==> src/rtl/midi_msg_tx.sv <==
// midi_msg_tx: queues 3-byte MIDI channel messages and sends them as back-to-back 8N1 UART bytes.
module midi_msg_tx #(
  parameter int CLK_HZ     = 100_000_000,
  parameter int BAUD       = 31250,
  parameter int FIFO_DEPTH = 4
) (
  input  logic                          clk,
  input  logic                          rst_n,
  input  logic                          msg_valid,
  output logic                          msg_ready,
  input  logic [7:0]                    status,
  input  logic [6:0]                    data1,
  input  logic [6:0]                    data2,
  output logic                          tx,
  output logic                          busy,
  output logic [$clog2(FIFO_DEPTH):0]   fifo_count
);
  localparam int BIT_CYCLES = CLK_HZ / BAUD;
  localparam int AW = $clog2(FIFO_DEPTH);
  localparam int CW = AW + 1;
  localparam int BW = $clog2(BIT_CYCLES);
  typedef enum logic [1:0] {IDLE, START, DATA, STOP} state_t;
  state_t state;
  logic [21:0] mem [FIFO_DEPTH];
  logic [21:0] head;
  logic [AW-1:0] wr_ptr, rd_ptr;
  logic [23:0] shreg;
  logic [1:0] byte_idx;
  logic [2:0] bit_idx;
  logic [BW-1:0] baud_cnt;
  logic push, pop, bit_done;
  assign msg_ready = fifo_count != CW'(FIFO_DEPTH);
  assign push = msg_valid && msg_ready;
  assign pop = (state == IDLE) && (fifo_count != '0);
  assign bit_done = baud_cnt == BW'(BIT_CYCLES - 1);
  assign busy = (state != IDLE) || (fifo_count != '0);
  // status bit 7 is forced high so any status field goes out as a valid status byte
  assign head = mem[rd_ptr] | 22'h20_0000;
  always_ff @(posedge clk)
    if (push) mem[wr_ptr] <= {status, data1, data2};
  always_ff @(posedge clk or negedge rst_n)
    if (!rst_n) begin
      wr_ptr     <= '0;
      rd_ptr     <= '0;
      fifo_count <= '0;
    end else begin
      if (push) wr_ptr <= wr_ptr + 1'b1;
      if (pop) rd_ptr <= rd_ptr + 1'b1;
      fifo_count <= fifo_count + CW'(push) - CW'(pop);
    end
  // the byte on the line always sits in shreg[7:0]; shifting out a byte exposes the next one
  always_ff @(posedge clk or negedge rst_n)
    if (!rst_n) begin
      state    <= IDLE;
      tx       <= 1'b1;
      shreg    <= '0;
      byte_idx <= '0;
      bit_idx  <= '0;
      baud_cnt <= '0;
    end else begin
      case (state)
        IDLE: if (pop) begin
          shreg    <= {1'b0, head[6:0], 1'b0, head[13:7], head[21:14]};
          byte_idx <= '0;
          baud_cnt <= '0;
          tx       <= 1'b0;
          state    <= START;
        end
        START: if (bit_done) begin
          baud_cnt <= '0;
          bit_idx  <= '0;
          tx       <= shreg[0];
          state    <= DATA;
        end else baud_cnt <= baud_cnt + 1'b1;
        DATA: if (bit_done) begin
          baud_cnt <= '0;
          shreg    <= shreg >> 1;
          bit_idx  <= bit_idx + 1'b1;
          tx       <= (bit_idx == 3'd7) ? 1'b1 : shreg[1];
          state    <= (bit_idx == 3'd7) ? STOP : DATA;
        end else baud_cnt <= baud_cnt + 1'b1;
        STOP: if (bit_done) begin
          baud_cnt <= '0;
          byte_idx <= (byte_idx != 2'd2) ? byte_idx + 1'b1 : byte_idx;
          tx       <= (byte_idx == 2'd2);
          state    <= (byte_idx != 2'd2) ? START : IDLE;
        end else baud_cnt <= baud_cnt + 1'b1;
      endcase
    end
endmodule

==> config.mk <==
export PLATFORM = sky130hd
export DESIGN_NAME = midi_msg_tx
export DESIGN_NICKNAME = d
export VERILOG_FILES = /design/src/rtl/midi_msg_tx.sv
export SDC_FILE = /design/constraint.sdc
export NUM_CORES = 1
export LEC_CHECK = 0
export CAP_MARGIN = 0
export CELL_PAD_IN_SITES_DETAIL_PLACEMENT = 1
export CELL_PAD_IN_SITES_GLOBAL_PLACEMENT = 1
export CORE_ASPECT_RATIO = 1.5
export CORE_MARGIN = 3
export CORE_UTILIZATION = 35
export DETAILED_ROUTE_END_ITERATION = 8
export PLACE_DENSITY = 0.59
export SYNTH_ARGS = -nofsm -noshare
export SYNTH_HDL_FRONTEND = slang
export SYNTH_SLANG_ARGS = --single-unit
==> constraint.sdc <==
create_clock -name clk -period 2.9 [get_ports clk]
set_input_delay 0.29 -clock clk [delete_from_list [all_inputs] [get_ports clk]]
set_output_delay 0.29 -clock clk [all_outputs]
set_load 0.005 [all_outputs]
==> flow_summary.toml, run 1 <==
[worst_setup_path]
cp-start-kind = "register"
critPathArrivalTime_ns = 2.16
cp-end-kind = "output pin"
r2r-start = "state[0]"
worstReg2RegEnd = "fifo_count[2]"
rrSetupSlack_ns = 0.54
reg2reg_depth = 10
path_max_fanout = 9
cp_data_required_time_ns = 2.61
path_class = "register to output pin"

[sta]
fin_tns_setup_ns = 0
setup_violations = 0
timing_hold_violations_final = 31
fmax_mhz = 408.4
min_period_ns = 2.449
relSlewSlack_pct = 44.40
tightest_slew_ns = 0.8339
period_share_pct = 84.44
hold_ws_ns = -0.02482
fin_worst_skew_ns = 0.007100
final_max_slew_viol_count = 0
worst_slack_ns = 0.4513
rsz0062_at_grt = "false"

[placed_design]
gp_congestion = 0.7051
dp_hpwl_um = 7196
post-place-ws_ns = 0.5262
dpl_cell_area_um2 = 6369
dp.cells = 579
port_buffers = 29

[final_layout]
layoutNonFillerInstCount = 611
diodes = 0
drive_above_1_share_pct = 25.93
finalInstanceArea_um2 = 6899
syn2layout_area_growth_pct = 17.69
fin_nets = 433
final_common_cell = "edfxtp_1"
layout_common_cells = "edfxtp_1, dfrtp_1, clkdlybuf4s50_1"
final_util_pct = 42.24

[detailed_routing]
drc = 0
viasPerCell = 5.025
drtIter0Drc = 133
first_pass_iters = 4
ant_nets = 0
vias = 3070
wl_um = 11160
detail_route.wl_per_cell_um = 18.27

[grt]
grt-ovfl-total = 0
grt_usage_pct = 13.27
grt_max_degree = 35
antenna_found_initial = 0
grt_pass1_vias = 3407
grt_pass1_wl_um = 18460

[outcome]
violations = "negative hold slack"
run_status = "finished, violations left"

[die]
die_x_um = 111.7
rows = 57
core_area_um2 = 16330
die_y_um = 164.5
dieArea_um2 = 18370
io_pins = 31
start_util_pct = 35.89

[synth]
avgSynthCellArea_um2 = 16.89
synth-warning-count = 0
synth-seq-cells = 134
synth_edf_count = 84
synthesis.area_um2 = 5862
netlist-cell-type-count = 52
synthCells = 347
synth.yosys.seq_area_share_pct = 64.40
async_reset_ff_share_pct = 37.31
synth_ff_type = "edfxtp_1"
synth_fp_nets = 388

[clocking]
htreeDepth = 4
clk_pin_slew_worst_paths_ns = 0.06
hold_buffers = 0
clock_latency_ns = 0.42
clock_sinks = 134
clockBufferDepth = 2
postCtsResizedCells = 0
cts_setup_buffers = 0
tritoncts = "done"
cts_made_buffers = 17
clock-root-buffer = "clkbuf_16"

[power]
p_per_area_nw_per_um2 = 715.7
power_mw = 4.938
p_leak_nw = 2.563
irDropWorstVdd_uv = 399.7

[job]
maxCapViolCount = 0

[min_path]
hp-class = "input port to async pin"
how the worst max path moves through the flow:
| stage | to | cells past startpoint | startpoint | slack [ns] |
|---|---|---|---|---|
| floorplan | fifo_count[2] | 8 | fifo_count[1] | 0.74 |
| global placement | fifo_count[2] | 9 | msg_valid | 0.57 |
| detailed placement | fifo_count[2] | 9 | msg_valid | 0.53 |
| CTS | busy | 5 | state[0] | 0.41 |
| global route | busy | 5 | state[0] | 0.30 |
| finish | busy | 5 | state[0] | 0.45 |
cell type report:
type	count	area [um2]
tap	206	257.7
clock inverter	13	97.59
inverter	14	52.55
sequential	134	3775
fill	1597	9433
timing repair buffer	40	367.9
clock buffer	19	432.9
multi-input combinational	185	1916
cell usage after synthesis (3+ instances only):
master,number,area (um2)
nand4_1,5,31.28
xnor2_1,10,87.58
and3_1,6,37.54
a21oi_1,6,30.03
nand2_1,12,45.04
ha_1,15,187.7
edfxtp_1,84,2522
o21ai_0,6,30.03
dfrtp_1,49,1226
buf_6,4,45.04
mux2_2,23,259.0
mux2_4,17,255.2
mux2i_1,3,30.03
inv_1,13,48.80
mux4_1,3,78.83
nand3_1,5,25.02
clkbuf_1,3,11.26
xor2_1,3,26.28
mux4_2,18,405.4
buf_2,3,15.01
nor4_1,3,18.77
nor2_1,16,60.06
power by group:
part / leakage, nW / total [mW] / switching (mW) / internal [mW]
Sequential: 1.38 / 2.43 / 0.0978 / 2.34
Combinational: 0.934 / 0.568 / 0.305 / 0.263
Clock: 0.250 / 1.94 / 0.834 / 1.10
Total: 2.56 / 4.94 / 1.24 / 3.70
state kept, by name, indices dropped and copies added (netlist names):
register    cells
mem            84
shreg          23
baud_cnt       12
bit_idx         3
fifo_count      3
byte_idx        2
rd_ptr          2
state           2
wr_ptr          2
tx              1
kinds of logic (layout without fill, tap and decap cells):
| kind of cell | after synthesis | in the layout | synth area share, % |
|---|---|---|---|
| compound gates | 28 | 28 | 3.202 |
| xor+xnor | 13 | 13 | 1.942 |
| fa+ha+maj | 16 | 16 | 3.543 |
| buf+inv | 28 | 86 | 2.924 |
| flops | 134 | 134 | 64.40 |
| mux | 65 | 65 | 17.74 |
| simple gates | 63 | 63 | 6.254 |
worst max-delay path, stage by stage, from the launching register on:
cell	delay [ns]
dfrtp_1	0.41
inv_1	0.12
ha_1	0.30
nor4b_4	0.28
inv_2	0.16
clkdlybuf4s50_1	0.47
layer usage:
| metal | wire [um] | up-vias | global-route usage, % |
|---|---|---|---|
| met3 | 359 | 20 | 3.702 |
| met5 | 0 | - | 0 |
| met1 | 4466 | 1593 | 14.72 |
| li1 | - | 1413 | - |
| met4 | 247 | 0 | 6.253 |
| met2 | 6090 | 44 | 23.50 |
Note: power is estimated with default switching activity, not from simulation.
==> run 2, diff against run 1 <==
==> constraint.sdc (replaced) <==
create_clock -name clk -period 2.6 [get_ports clk]
set_input_delay 0.26 -clock clk [delete_from_list [all_inputs] [get_ports clk]]
set_output_delay 0.26 -clock clk [all_outputs]
set_load 0.005 [all_outputs]
==> flow_summary.toml, run 2 (synthesis gave the netlist of run 1 again) <==
[clocking]
clk_pin_slew_worst_paths_ns = 0.06
clock-root-buffer = "clkbuf_16"
clockBufferDepth = 2
cts_made_buffers = 17
clock_latency_ns = 0.42
tritoncts = "done"
htreeDepth = 4
clock_sinks = 134

[detailed_routing]
wl_um = 11670
vias = 3085
viasPerCell = 5.000
detail_route.wl_per_cell_um = 18.91
first_pass_iters = 4
drtIter0Drc = 133
ant_nets = 0
drc = 0

[grt]
grt_pass1_wl_um = 19150
antenna_found_initial = 0
grt_max_degree = 28
grt_pass1_vias = 3536
grt_usage_pct = 13.73
grt-ovfl-total = 0

[die]
rows = 57
io_pins = 31
die_x_um = 111.7
dieArea_um2 = 18370
start_util_pct = 35.89
die_y_um = 164.5
core_area_um2 = 16330

[final_layout]
drive_above_1_share_pct = 27.49
final_util_pct = 42.95
layout_common_cells = "edfxtp_1, dfrtp_1, clkdlybuf4s50_1"
largest_reg_flops = 84
multi_input_area_um2 = 1916
syn2layout_area_growth_pct = 19.66
final_common_cell = "edfxtp_1"
seq_area_um2 = 3775
reg_top3 = "mem: 84 flops, shreg: 23 flops, baud_cnt: 12 flops"
fillers = 1594
regMostFlops = "mem"
diodes = 0
fin_nets = 439

[power]
irDropWorstVdd_uv = 543.1
p_per_area_nw_per_um2 = 808.8
p_leak_nw = 2.615

[placed_design]
port_buffers = 29
gp_congestion = 0.7061
dp_hpwl_um = 7473

[worst_setup_path]
cp_data_required_time_ns = 2.34
critPathArrivalTime_ns = 2.13
crit_family = "buffers and inverters"
slowest_stage = "clkdlybuf4s50_1"
path_max_fanout = 9
path_class = "register to output pin"
crit_chain = "inv_1, ha_1, buf_4, nor4b_4, inv_2, clkdlybuf4s50_1"
slowest_delay_ns = 0.47
cp-start-kind = "register"
cp-end-kind = "output pin"
worst-path-buf-inv = 4

[sta]
timing_hold_violations_final = 0
min_period_ns = 2.392
fin_worst_skew_ns = 0.01056
relSlewSlack_pct = 58.79
rsz0062_at_grt = "false"
tightest_slew_ns = 0.6181
period_share_pct = 92.00
fmax_mhz = 418.1
fin_tns_setup_ns = 0
setup_violations = 0
final_max_slew_viol_count = 0

[job]
maxCapViolCount = 0

[min_path]
hp-class = "input port to async pin"

[outcome]
run_status = "finished, final reports clean"
==> run 2: changes by cell type in the layout (fill, tap and decap cells not counted) <==
cell,previous run,this run
clkinv_2,0,1
clkinv_1,3,0
clkinvlp_4,3,5
bufinv_16,0,1
clkinv_4,1,3
dlygate4sd3_1,0,1
buf_12,0,3
buf_4,11,13
inv_6,5,2
==> run 2: layout make-up <==
cell class | count | share of cell area [%]
flip-flops and latches | 134 | 53.82
repair buffers | 46 | 6.457
inverters | 14 | 0.7492
multi-input cells | 185 | 27.31
clock buffers | 19 | 6.172
well taps | 206 | 3.675
clock inverters | 13 | 1.819
==> run 2: metrics by stage <==
| step | setup WS [ns] | total power [mW] | cell area (um2) | hold WS [ns] | cells |
|---|---|---|---|---|---|
| after floorplan | 0.4415 | 3.092 | 5862 | -0.03559 | 347 |
| after global placement | 0.2866 | 3.427 | 6444 | 0.3168 | 584 |
| after detailed placement | 0.2554 | 3.472 | 6444 | 0.3163 | 584 |
| after CTS | 0.1609 | 5.758 | 7014 | 0.4038 | 617 |
| after global routing | 0.04609 | 5.925 | 7014 | 0.4224 | 617 |
| final | 0.2080 | 5.673 | 7014 | 0.3851 | 617 |
==> run 2: worst paths after layout <==
check	from	endpoint	slack (ns)	cells after the start
worst min register to register	shreg[21]	shreg[21]	0.50	1
worst max register to register	state[0]	fifo_count[2]	0.35	10
max in group asynchronous	rst_n	shreg[5]	1.64	3
worst max-delay path	state[0]	busy	0.21	6
min in group clk	status[4]	mem[1][18]	0.47	1
worst min-delay path	rst_n	byte_idx[1]	0.39	2
==> run 2: what timing repair did <==
| item | 4_1_cts | 5_1_grt |
|---|---|---|
| hold endpoints to repair | 22 | 0 |
| setup buffers | 0 | 0 |
| hold buffers | 1 | 0 |
| endpoints found under the setup margin | 0 | 0 |
| resized for setup | 0 | 0 |
==> run 2: routing by layer <==
layer,track usage [%],vias up,part of all wire (%)
met5,0,-,0
met4,5.091,0,1.4
met3,3.849,14,2.6
met2,25.11,36,55
met1,15.12,1606,41
li1,-,1429,-
==> run 2: power breakdown <==
part | internal (mW) | leakage (nW) | switching (mW)
registers | 2.61 | 1.38 | 0.0799
clock network | 1.33 | 0.258 | 0.945
logic | 0.328 | 0.978 | 0.387
total | 4.26 | 2.62 | 1.41
==> run 3, diff against run 2 <==
--- a/config.mk
+++ b/config.mk
@@ -10,9 +10,9 @@
 export CELL_PAD_IN_SITES_GLOBAL_PLACEMENT = 1
 export CORE_ASPECT_RATIO = 1.5
 export CORE_MARGIN = 3
-export CORE_UTILIZATION = 35
+export CORE_UTILIZATION = 45
 export DETAILED_ROUTE_END_ITERATION = 8
-export PLACE_DENSITY = 0.59
+export PLACE_DENSITY = 0.72
 export SYNTH_ARGS = -nofsm -noshare
 export SYNTH_HDL_FRONTEND = slang
 export SYNTH_SLANG_ARGS = --single-unit
==> flow_summary.toml, run 3 (synthesis gave the netlist of run 1 again) <==
[placed_design]
dp_hpwl_um = 7116
port_buffers = 29
gp_congestion = 0.7335
dp.cells = 533

[die]
start_util_pct = 46.39
rows = 50
io_pins = 31
die_y_um = 145.8
die_x_um = 99.19
dieArea_um2 = 14460
core_area_um2 = 12640

[sta]
timing_hold_violations_final = 0
fmax_mhz = 413.0
setup_violations = 0
fin_tns_setup_ns = 0
relSlewSlack_pct = 65.03
period_share_pct = 93.12
final_max_slew_viol_count = 0
rsz0062_at_grt = "false"
min_period_ns = 2.421
fin_worst_skew_ns = 0.006689
tightest_slew_ns = 0.5246

[final_layout]
seq_area_um2 = 3775
layout_common_cells = "edfxtp_1, dfrtp_1, clkdlybuf4s50_1"
fin_nets = 438
regMostFlops = "mem"
drive_above_1_share_pct = 27.80
final_util_pct = 55.03
diodes = 0
multi_input_area_um2 = 1918
fillers = 1188
final_common_cell = "edfxtp_1"
largest_reg_flops = 84
reg_top3 = "mem: 84 flops, shreg: 23 flops, baud_cnt: 12 flops"
syn2layout_area_growth_pct = 18.63
layoutNonFillerInstCount = 566

[detailed_routing]
drtIter0Drc = 186
detail_route.wl_per_cell_um = 21.10
drc = 0
ant_nets = 0
first_pass_iters = 4
wl_um = 11950
vias = 3135
viasPerCell = 5.539

[clocking]
tritoncts = "done"
cts_setup_buffers = 0
clock_latency_ns = 0.41
clock-root-buffer = "clkbuf_16"
clock_sinks = 134
clockBufferDepth = 2
htreeDepth = 4
cts_made_buffers = 17
clk_pin_slew_worst_paths_ns = 0.06

[grt]
use_met2_pct = 32.37
grt-ovfl-total = 0
grt.busiest_layer = "met2"
globalRouteMet3Util_pct = 4.700
antenna_found_initial = 0
grt_pass1_vias = 3612
grt_usage_pct = 18.09
grt_max_degree = 24
grt_pass1_wl_um = 19670
grt_use_met1_pct = 20.41

[power]
power_mw = 5.824
p_per_area_nw_per_um2 = 837.5
irDropWorstVdd_uv = 507.6
p_leak_nw = 2.624

[worst_setup_path]
path_max_fanout = 9
rrSetupSlack_ns = 0.29
worstReg2RegEnd = "fifo_count[2]"
reg2reg_depth = 10
critPathArrivalTime_ns = 2.16
r2r-start = "state[0]"
crit_path_start = "state[0]"
path_class = "register to output pin"
cp_data_required_time_ns = 2.34
cp-start-kind = "register"
cp-end-kind = "output pin"

[min_path]
hp-class = "input port to async pin"

[outcome]
run_status = "finished, final reports clean"

[job]
maxCapViolCount = 0
-- run 3: worst max path at each step --
stage               endpoint  slack, ns  cells past startpoint
6_report                busy       0.18                      5
4_1_cts                 busy       0.08                      5
3_3_place_gp   fifo_count[2]       0.31                     10
2_1_floorplan  fifo_count[2]       0.44                      8
3_5_place_dp   fifo_count[2]       0.21                     10
5_1_grt                 busy       0.03                      5
-- run 3: routing by layer --
metal	routed length (um)	up-vias
li1	-	1435
met1	4785	1639
met2	6645	45
met3	287	16
met4	226	0
met5	0	-
-- run 3: power breakdown --
| part | leakage (nW) | total (mW) | internal (mW) | switching, mW |
|---|---|---|---|---|
| Sequential | 1.38 | 2.69 | 2.61 | 0.0862 |
| Combinational | 0.964 | 0.714 | 0.327 | 0.387 |
| Clock | 0.282 | 2.42 | 1.44 | 0.974 |
| Total | 2.62 | 5.82 | 4.38 | 1.45 |
-- run 3: final cells by class --
type                    count  share of cell area (%)
well taps                 156                   2.807
flip-flops and latches    134                   54.28
repair buffers             45                   6.045
multi-input cells         185                   27.58
clock inverters            14                   2.357
inverters                  14                  0.7557
clock buffers              18                   6.171
-- run 3: metrics by stage --
step,instance area (um2),hold slack [ns],setup WS [ns]
after floorplan,5862,-0.03559,0.4415
after detailed placement,6349,0.2566,0.2147
after global routing,6954,0.3892,0.03383
final,6954,0.3582,0.1789
after CTS,6952,0.3557,0.07802
after global placement,6349,0.2451,0.3109
-- run 3: timing repair --
item / 4_1_cts / 5_1_grt
hold endpoints to repair: 18 / 0
setup endpoints to repair: 0 / 2
hold buffers: 1 / 0
resized for setup: 0 / 1
-- run 3: worst max-delay path, cell delays in order (launching register included) --
cell,delay (ns)
dfrtp_1,0.41
inv_1,0.13
ha_2,0.26
nor4b_4,0.30
inv_2,0.16
clkdlybuf4s50_1,0.48
